[config.mk]
export PLATFORM = sky130hd
export DESIGN_NAME = proc_sequencer
export DESIGN_NICKNAME = d
export VERILOG_FILES = /design/src/rtl/proc_pkg.sv /design/src/rtl/exec_watchdog.sv /design/src/rtl/proc_sequencer.sv
export SDC_FILE = /design/constraint.sdc
export NUM_CORES = 1
export LEC_CHECK = 0
export ABC_AREA = 1
export CORE_MARGIN = 3
export CORE_UTILIZATION = 49
export CTS_CLUSTER_DIAMETER = 80
export DETAILED_ROUTE_END_ITERATION = 10
export GPL_TIMING_DRIVEN = 0
export HOLD_SLACK_MARGIN = 0.06
export PLACE_DENSITY = 0.87
export SYNTH_ARGS = -nofsm -noshare
export SYNTH_HDL_FRONTEND = slang
export SYNTH_SLANG_ARGS = --single-unit
[constraint.sdc]
create_clock -name clk -period 2.44 [get_ports clk]
set_input_delay 0.488 -clock clk [delete_from_list [all_inputs] [get_ports clk]]
set_output_delay 0.488 -clock clk [all_outputs]
set_load 0.01 [all_outputs]
[src/rtl/proc_pkg.sv]
// rtl/proc_pkg.sv - shared sequencer/datapath encodings and instruction field layout
//
// Purpose: state encoding for the instruction sequencer, bit positions of the
//          instruction fields, opcode constants and small field-extract helpers.
//          Imported by proc_sequencer, exec_watchdog and the ALU/GPR datapath.
// Ports:   none (package).
package proc_pkg;

    typedef enum logic [2:0] {
        ST_IDLE      = 3'd0,
        ST_FETCH     = 3'd1,
        ST_LOAD      = 3'd2,
        ST_DECODE    = 3'd3,
        ST_WAIT_DONE = 3'd4,
        ST_NEXT      = 3'd5,
        ST_HALT      = 3'd6
    } seq_state_e;

    // Instruction field positions. rsrc2 and isrc overlap: imm_mode selects
    // which interpretation the datapath uses.
    localparam int OPER_MSB     = 31;
    localparam int OPER_LSB     = 27;
    localparam int RDST_MSB     = 26;
    localparam int RDST_LSB     = 22;
    localparam int RSRC1_MSB    = 21;
    localparam int RSRC1_LSB    = 17;
    localparam int IMM_MODE_BIT = 16;
    localparam int RSRC2_MSB    = 15;
    localparam int RSRC2_LSB    = 11;
    localparam int ISRC_MSB     = 15;
    localparam int ISRC_LSB     = 0;

    localparam int OPER_W = OPER_MSB - OPER_LSB + 1;

    localparam logic [OPER_W-1:0] OP_MOV  = 5'd0;
    localparam logic [OPER_W-1:0] OP_ADD  = 5'd1;
    localparam logic [OPER_W-1:0] OP_SUB  = 5'd2;
    localparam logic [OPER_W-1:0] OP_AND  = 5'd3;
    localparam logic [OPER_W-1:0] OP_OR   = 5'd4;
    localparam logic [OPER_W-1:0] OP_XOR  = 5'd5;
    localparam logic [OPER_W-1:0] OP_MOVI = 5'd6;
    localparam logic [OPER_W-1:0] OP_HALT = 5'b11111;

    function automatic logic [OPER_W-1:0] get_oper_type(input logic [31:0] inst);
        return inst[OPER_MSB:OPER_LSB];
    endfunction

    function automatic logic [4:0] get_rdst(input logic [31:0] inst);
        return inst[RDST_MSB:RDST_LSB];
    endfunction

    function automatic logic [4:0] get_rsrc1(input logic [31:0] inst);
        return inst[RSRC1_MSB:RSRC1_LSB];
    endfunction

    function automatic logic [4:0] get_rsrc2(input logic [31:0] inst);
        return inst[RSRC2_MSB:RSRC2_LSB];
    endfunction

    function automatic logic get_imm_mode(input logic [31:0] inst);
        return inst[IMM_MODE_BIT];
    endfunction

    function automatic logic [15:0] get_isrc(input logic [31:0] inst);
        return inst[ISRC_MSB:ISRC_LSB];
    endfunction

endpackage

[src/rtl/exec_watchdog.sv]
// rtl/exec_watchdog.sv - cycle counter that bounds how long the datapath may take
//
// Purpose: counts cycles while enable is high; expired rises on the TIMEOUT-th
//          enabled cycle so the caller can abort in that same cycle.
// Ports:   clk, sys_rst (sync, active-high), clear (zero the count),
//          enable (count this cycle), expired (TIMEOUT-th enabled cycle).
module exec_watchdog
    import proc_pkg::*;
#(
    parameter int TIMEOUT = 15
) (
    input  logic clk,
    input  logic sys_rst,
    input  logic clear,
    input  logic enable,
    output logic expired
);

    localparam int CNT_W = (TIMEOUT < 2) ? 1 : $clog2(TIMEOUT + 1);

    logic [CNT_W-1:0] cnt_q;
    logic [CNT_W-1:0] cnt_d;

    // cnt_q holds the number of enabled cycles already completed, so the
    // current cycle is number cnt_q+1.
    assign expired = enable && (cnt_q == CNT_W'(TIMEOUT - 1));

    always_comb begin
        cnt_d = cnt_q;
        if (clear) begin
            cnt_d = '0;
        end else if (enable && !expired) begin
            cnt_d = cnt_q + CNT_W'(1);
        end
    end

    always_ff @(posedge clk) begin
        if (sys_rst) begin
            cnt_q <= '0;
        end else begin
            cnt_q <= cnt_d;
        end
    end

endmodule

[src/rtl/proc_sequencer.sv]
// rtl/proc_sequencer.sv - fetch/decode/execute sequencer for the ALU/GPR datapath
//
// Purpose: fetches 32-bit instructions from a one-cycle-latency instruction
//          memory, hands each to the datapath with a one-cycle exec_en pulse,
//          waits for exec_done (bounded by a watchdog), and stops on HALT_OP.
// Ports:   clk, sys_rst (sync, active-high), start (run from pc=0 when idle/halted),
//          imem_addr/imem_rd/imem_rdata (instruction memory), ir (instruction
//          register), exec_en/exec_done (datapath handshake), pc, busy, halted,
//          err (sticky timeout), inst_cnt (retired instructions, saturating).
module proc_sequencer
    import proc_pkg::*;
#(
    parameter int                PC_W    = 8,
    parameter int                TIMEOUT = 15,
    parameter logic [OPER_W-1:0] HALT_OP = OP_HALT
) (
    input  logic            clk,
    input  logic            sys_rst,
    input  logic            start,
    output logic [PC_W-1:0] imem_addr,
    output logic            imem_rd,
    input  logic [31:0]     imem_rdata,
    output logic [31:0]     ir,
    output logic            exec_en,
    input  logic            exec_done,
    output logic [PC_W-1:0] pc,
    output logic            busy,
    output logic            halted,
    output logic            err,
    output logic [15:0]     inst_cnt
);

    seq_state_e      state_q,    state_d;
    logic [PC_W-1:0] pc_q,       pc_d;
    logic [31:0]     ir_q,       ir_d;
    logic [15:0]     inst_cnt_q, inst_cnt_d;
    logic            err_q,      err_d;

    logic            wd_enable;
    logic            wd_clear;
    logic            wd_expired;

    assign wd_enable = (state_q == ST_WAIT_DONE);
    assign wd_clear  = (state_q != ST_WAIT_DONE);

    exec_watchdog #(
        .TIMEOUT (TIMEOUT)
    ) u_exec_watchdog (
        .clk     (clk),
        .sys_rst (sys_rst),
        .clear   (wd_clear),
        .enable  (wd_enable),
        .expired (wd_expired)
    );

    always_comb begin
        state_d    = state_q;
        pc_d       = pc_q;
        ir_d       = ir_q;
        inst_cnt_d = inst_cnt_q;
        err_d      = err_q;
        imem_rd    = 1'b0;
        exec_en    = 1'b0;

        case (state_q)
            ST_IDLE, ST_HALT: begin
                // Restart from either resting state; pc, ir and inst_cnt are
                // otherwise frozen here.
                if (start) begin
                    pc_d       = '0;
                    inst_cnt_d = '0;
                    err_d      = 1'b0;
                    state_d    = ST_FETCH;
                end
            end
            ST_FETCH: begin
                imem_rd = 1'b1;
                state_d = ST_LOAD;
            end
            ST_LOAD: begin
                ir_d    = imem_rdata;
                state_d = ST_DECODE;
            end
            ST_DECODE: begin
                if (get_oper_type(ir_q) == HALT_OP) begin
                    state_d = ST_HALT;
                end else begin
                    exec_en = 1'b1;
                    state_d = ST_WAIT_DONE;
                end
            end
            ST_WAIT_DONE: begin
                // A completion in the final allowed cycle still counts.
                if (exec_done) begin
                    state_d = ST_NEXT;
                end else if (wd_expired) begin
                    err_d   = 1'b1;
                    state_d = ST_HALT;
                end
            end
            ST_NEXT: begin
                pc_d = pc_q + PC_W'(1);
                if (inst_cnt_q != 16'hFFFF) begin
                    inst_cnt_d = inst_cnt_q + 16'd1;
                end
                state_d = ST_FETCH;
            end
            default: begin
                state_d = ST_IDLE;
            end
        endcase
    end

    always_ff @(posedge clk) begin
        if (sys_rst) begin
            state_q    <= ST_IDLE;
            pc_q       <= '0;
            ir_q       <= '0;
            inst_cnt_q <= '0;
            err_q      <= 1'b0;
        end else begin
            state_q    <= state_d;
            pc_q       <= pc_d;
            ir_q       <= ir_d;
            inst_cnt_q <= inst_cnt_d;
            err_q      <= err_d;
        end
    end

    assign imem_addr = pc_q;
    assign pc        = pc_q;
    assign ir        = ir_q;
    assign inst_cnt  = inst_cnt_q;
    assign err       = err_q;
    assign busy      = (state_q != ST_IDLE) && (state_q != ST_HALT);
    assign halted    = (state_q == ST_HALT);

endmodule
[After elaboration in Yosys (flattened, before gate mapping)]
Index checks and enable logic that the tools add are counted.
Cells by class
  eq/ne operators: 16
  add/sub/neg operators: 3
  reductions and logical operators: 14
  mux-type cells: 17
Operators with widths (number)
  $mux 16: 2
  $pmux 16 s2: 1
  $pmux 3 s6: 1
  $add 16x1->16 const B: 1
  $ne 16x16->1 const B: 1
  $pmux 8 s2: 1
  $eq 3x3->1 const B: 3
  $mux 3: 3
  $ne 3x3->1 const B: 3
  $add 8x1->8 const B: 1
  $mux 8: 1
  $ne 2x2->1 const B: 4
  $eq 3x2->1 const B: 2
  $mux 1: 6
  $eq 5x5->1 const B: 1
  $add 4x1->4 const B: 1
  $eq 4x4->1 const B: 1
  $reduce_and 2->1: 2
  $reduce_and 4->1: 1
  $reduce_bool 2->1: 2
  $reduce_or 2->1: 2
  $eq 3x1->1 const B: 1
  $logic_and 1x1->1: 3
  $logic_not 3->1: 1
  other kinds (5): 5
Word-level totals
  output and inout port bits: 69
  bits in registers: 64
  word-level logic and storage cells: 56
  input port bits: 36

[Logic depth before layout (Yosys ltp)]
  depth after elaboration: 5
  gate-level depth with buffers: 10
  depth with buffers taken out: 10

[Modules after synthesis]
Synthesis repeated with hierarchy kept, for this count alone.
Unflattened totals
  cell total of the unflattened synthesis: 443
  area, all modules: 3130.5 um2
Modules (own cells, without submodules)
  proc_sequencer: area an instance 2890.3 um2, cells each 411, instances 1, seq. area each 1201.2 um2
  exec_watchdog: area an instance 240.2 um2, cells each 32, instances 1, seq. area each 80.1 um2

[Worst setup path after synthesis]
No wires, ideal clock.
  kind: register to register
  start: reg inst_cnt_q[1] (netlist: inst_cnt[1])
  end: reg inst_cnt_q[7] (netlist: inst_cnt[7])
  required time: 2371 ps
  cell stages (with the launch flop): 11
  clock period less this slack: 1517 ps
  path slack: 923 ps
  buffers on the path: 1
  setup time: 69 ps
  arrival: 1447 ps
  cells stage by stage: dfxtp_1 ha_1 nand2_1 inv_1 nand2_1 nor2_4 nand3_4 nand2_4 buf_12 nand2_1 a21oi_2
On the way
  word-level cells in the longest chain between the ends: 3
  elaborated cells between the ends (all ways): 6
  classes of those cells: add/sub (1); eq/ne (2); mux (2); reduce/logical (1)
RTL lines
  start: declaration: line proc_sequencer.sv:36  | logic [15:0] inst_cnt_q, inst_cnt_d;
  start signal: assignment: line proc_sequencer.sv:125  | inst_cnt_q <= inst_cnt_d;
  $add 16x1->16 or $ne 16x16->1 (tied branches): line proc_sequencer.sv:104, proc_sequencer.sv:103
  $mux 16 or $ne 2x2->1 (tied branches)
  $pmux 16 s2 or $reduce_and 3->1 (tied branches)
Several ways; a longest one is shown, not always the timed one. The select of a mux whose other input is x is not followed.
A chain may end at the register's enable or synchronous reset.

[Worst setup path after layout]
  start: reg state_q[0]
  end: out exec_en
On the way
  word-level cells in the longest chain between the ends: 2
RTL lines
  start: declaration: line proc_sequencer.sv:33  | seq_state_e state_q, state_d;
  start signal: assignment: line proc_sequencer.sv:122  | state_q <= state_d;
  $eq 3x2->1: line proc_sequencer.sv:65  | case (state_q)
  $mux 1: line proc_sequencer.sv:65
  end: declaration: line proc_sequencer.sv:24  | output logic exec_en,
No other way between the ends.

==> metrics <==
Post-CTS Setup Bufs 0; wire per inst roughly 13 um; area leader, netlist dfxtp_1; core footprint 6026 um2; CP max-delay cell clkdlybuf4s50_1; crit-path cells inv_2 > nor4_1 > clkdlybuf4s50_1; Clk Latency, worst-skew pair 340 ps; # DRC 0; n_diodes 0; placed cell count 618; YS warnings 0; Synth Area in Compound Gates a little over an eighth; Root Buffer clkbuf_8; mux share of post-synthesis cell area 0%; most common cell after layout, fill and taps aside nand2_1; die area 7299 um2; status completed; largest net degree at the start of global routing 11; initial core utilization 51.31%; cts repair resizes 0; DR vias/cell 5.179; slew margin rel. 55.44%; Final Skew 7.807 ps; Pins Over Slew Limit 0; initial antenna violation count 0; Arr. time, crit path 1830 ps; RSZ-0062 raised after global routing false; Syn-to-layout area delta 42.41%; largest family of logic cells by synthesized area simple AND/OR/NAND/NOR gates; Final Hold Fails 0; Vias between 3,000 and 4,000; fin crit period 2314 ps; I/O Pins approximately 110; PwrDens 678.4 nW/um2; crit start category flip-flop; Rows 28; post-DP HPWL 6299 um; fmax 0.4321 GHz; Slew @ Worst Pin 668.3 ps; layout cells sized above 1 11.29%; CTS tree yes; Max VDD drop roughly 0.55 mV; hold buffers post-CTS 0; Num CTS Buffers 9; Crit Path Class reg -> out; setup TNS 0 ps; Post-Synth Adder-Cell Area 1.619%; synthesized flop and latch total 64; DRT antenna net count 0; Nets 594; Worst Hold Class reg -> reg; routability cong. approximately 0.95; Final Util 73.07%; TritonRoute pass-1 iters 4; Detailed Route Iter0 Violations 160; commonest cells after routing, fill and taps aside nand2_1 (132), clkdlybuf4s50_1 (103), dfxtp_1 (64), a21oi_1 (48), inv_1 (36); endpoint class of the critical path primary output; Non-Filler Instances 633; top_reg_cell synth dfxtp_1; top post-synthesis cells by area dfxtp_1 (41%), nand2_1 (16%), a21oi_1 (7.8%), inv_1 (4.4%), nand3_1 (4.4%); die outline width 85.44 um; # H-tree levels 3; fin crit share 94.85%; global route total overflow 0; CP max FO 5; clk sink count 64; Synth Area in Simple Gates roughly 33%; Post-Syn Area 3092 um2; CTS clk-pin slew, worst paths 70 ps; final WL 8429 um; syn avg cell area 7.027 um2; XOR/XNOR share of the synthesized area 0.5666%; critical path required time 1950 ps; port bufs 103; Post-synth EDFFs 0; Crit path largest cell delay 610 ps; number of fill cells around 480; CTS max path bufs 2; Max Cap Viol 0; first-pass GRT wire length 14,020 um; Cell variety after synth 33; Synth top area share 41.44%; Post-DP Area 4217 um2; Hold WS 462.2 ps; # setup viols final 0; Die Y 85.44 um; post-route design area ~4400 um2; sequential fraction of the synthesis area roughly two fifths; Leak 1.609 nW; vias in the first global route 3,149; Overall Global Routing Usage approximately a quarter; Synth Instances 440; ys async rst share 0%; Mapped Nets 480
==> flip-flops by register name, summed over array words and instances, names as in the netlist <==
signal,cells
state_q,3
u_exec_watchdog.cnt_q,4
imem_addr,8
inst_cnt,16
ir,32
err,1
==> path summary, 6_finish.rpt <==
kind                    start  slack, ps  cells after the start           end
setup / recovery   state_q[0]        130                      3       exec_en
hold / removal         ir[22]        460                      2        ir[22]
setup reg to reg  inst_cnt[1]        700                     10  inst_cnt[14]
hold reg to reg        ir[22]        460                      2        ir[22]
==> where the power goes <==
| part | internal (mW) | total, mW | leakage [nW] | switching, mW |
|---|---|---|---|---|
| clock | 0.489 | 0.889 | 0.0989 | 0.400 |
| sequential | 1.15 | 1.21 | 0.518 | 0.0682 |
| combinational | 0.395 | 0.883 | 0.993 | 0.488 |
==> metal layers <==
layer	part of all wire, %	vias to the layer above	GRT usage [%]
met3	11	16	10.10
met1	39	1490	25.99
met4	1.5	0	9.065
li1	-	1643	-
met5	0	-	0
met2	48	129	41.17
==> cell usage after synthesis, drive strengths merged, types with 2 or more instances <==
| cell type | number |
|---|---|
| ha | 4 |
| a21oi | 55 |
| o21ai | 16 |
| or2 | 4 |
| inv | 40 |
| nor2 | 39 |
| nand4 | 8 |
| a211oi | 2 |
| nand2 | 143 |
| nand3 | 30 |
| nor3 | 4 |
| buf | 15 |
| dfxtp | 64 |
| clkbuf | 8 |
==> layout make-up <==
type	instances	area [um2]	area share (%)
Timing Repair Buffer	103	1031	23.42
Sequential cell	64	1281	29.10
Clock inverter	4	45.04	1.023
Multi-Input combinational cell	313	1520	34.53
Buffer	23	140.1	3.183
Inverter	40	150.1	3.410
Tap cell	75	93.84	2.131
Clock buffer	11	141.4	3.211
==> through the flow <==
step                      power, mW  worst slack [ps]
after CTS                     3.002             121.4
after global placement        2.095             545.8
after global routing          3.150             36.83
after floorplan               1.724             923.3
final                         2.987             125.7
after detailed placement      2.119             530.0
==> cell families (layout without fill, tap and decap cells) <==
kind of cell    after synthesis  count (layout)
compound gates               76              76
xor+xnor                      2               2
fa+ha+maj                     4               4
buf+inv                      63             181
flops                        64              64
simple gates                231             231
==> worst max-delay path, delay by kind of cell, from the launching register on <==
| kind | cells | cell delay (ps) |
|---|---|---|
| DFF | 1 | 460 |
| and+or+nand+nor | 1 | 300 |
| buffers and inverters | 2 | 710 |
No activity file was read; power rests on OpenSTA's default activity.
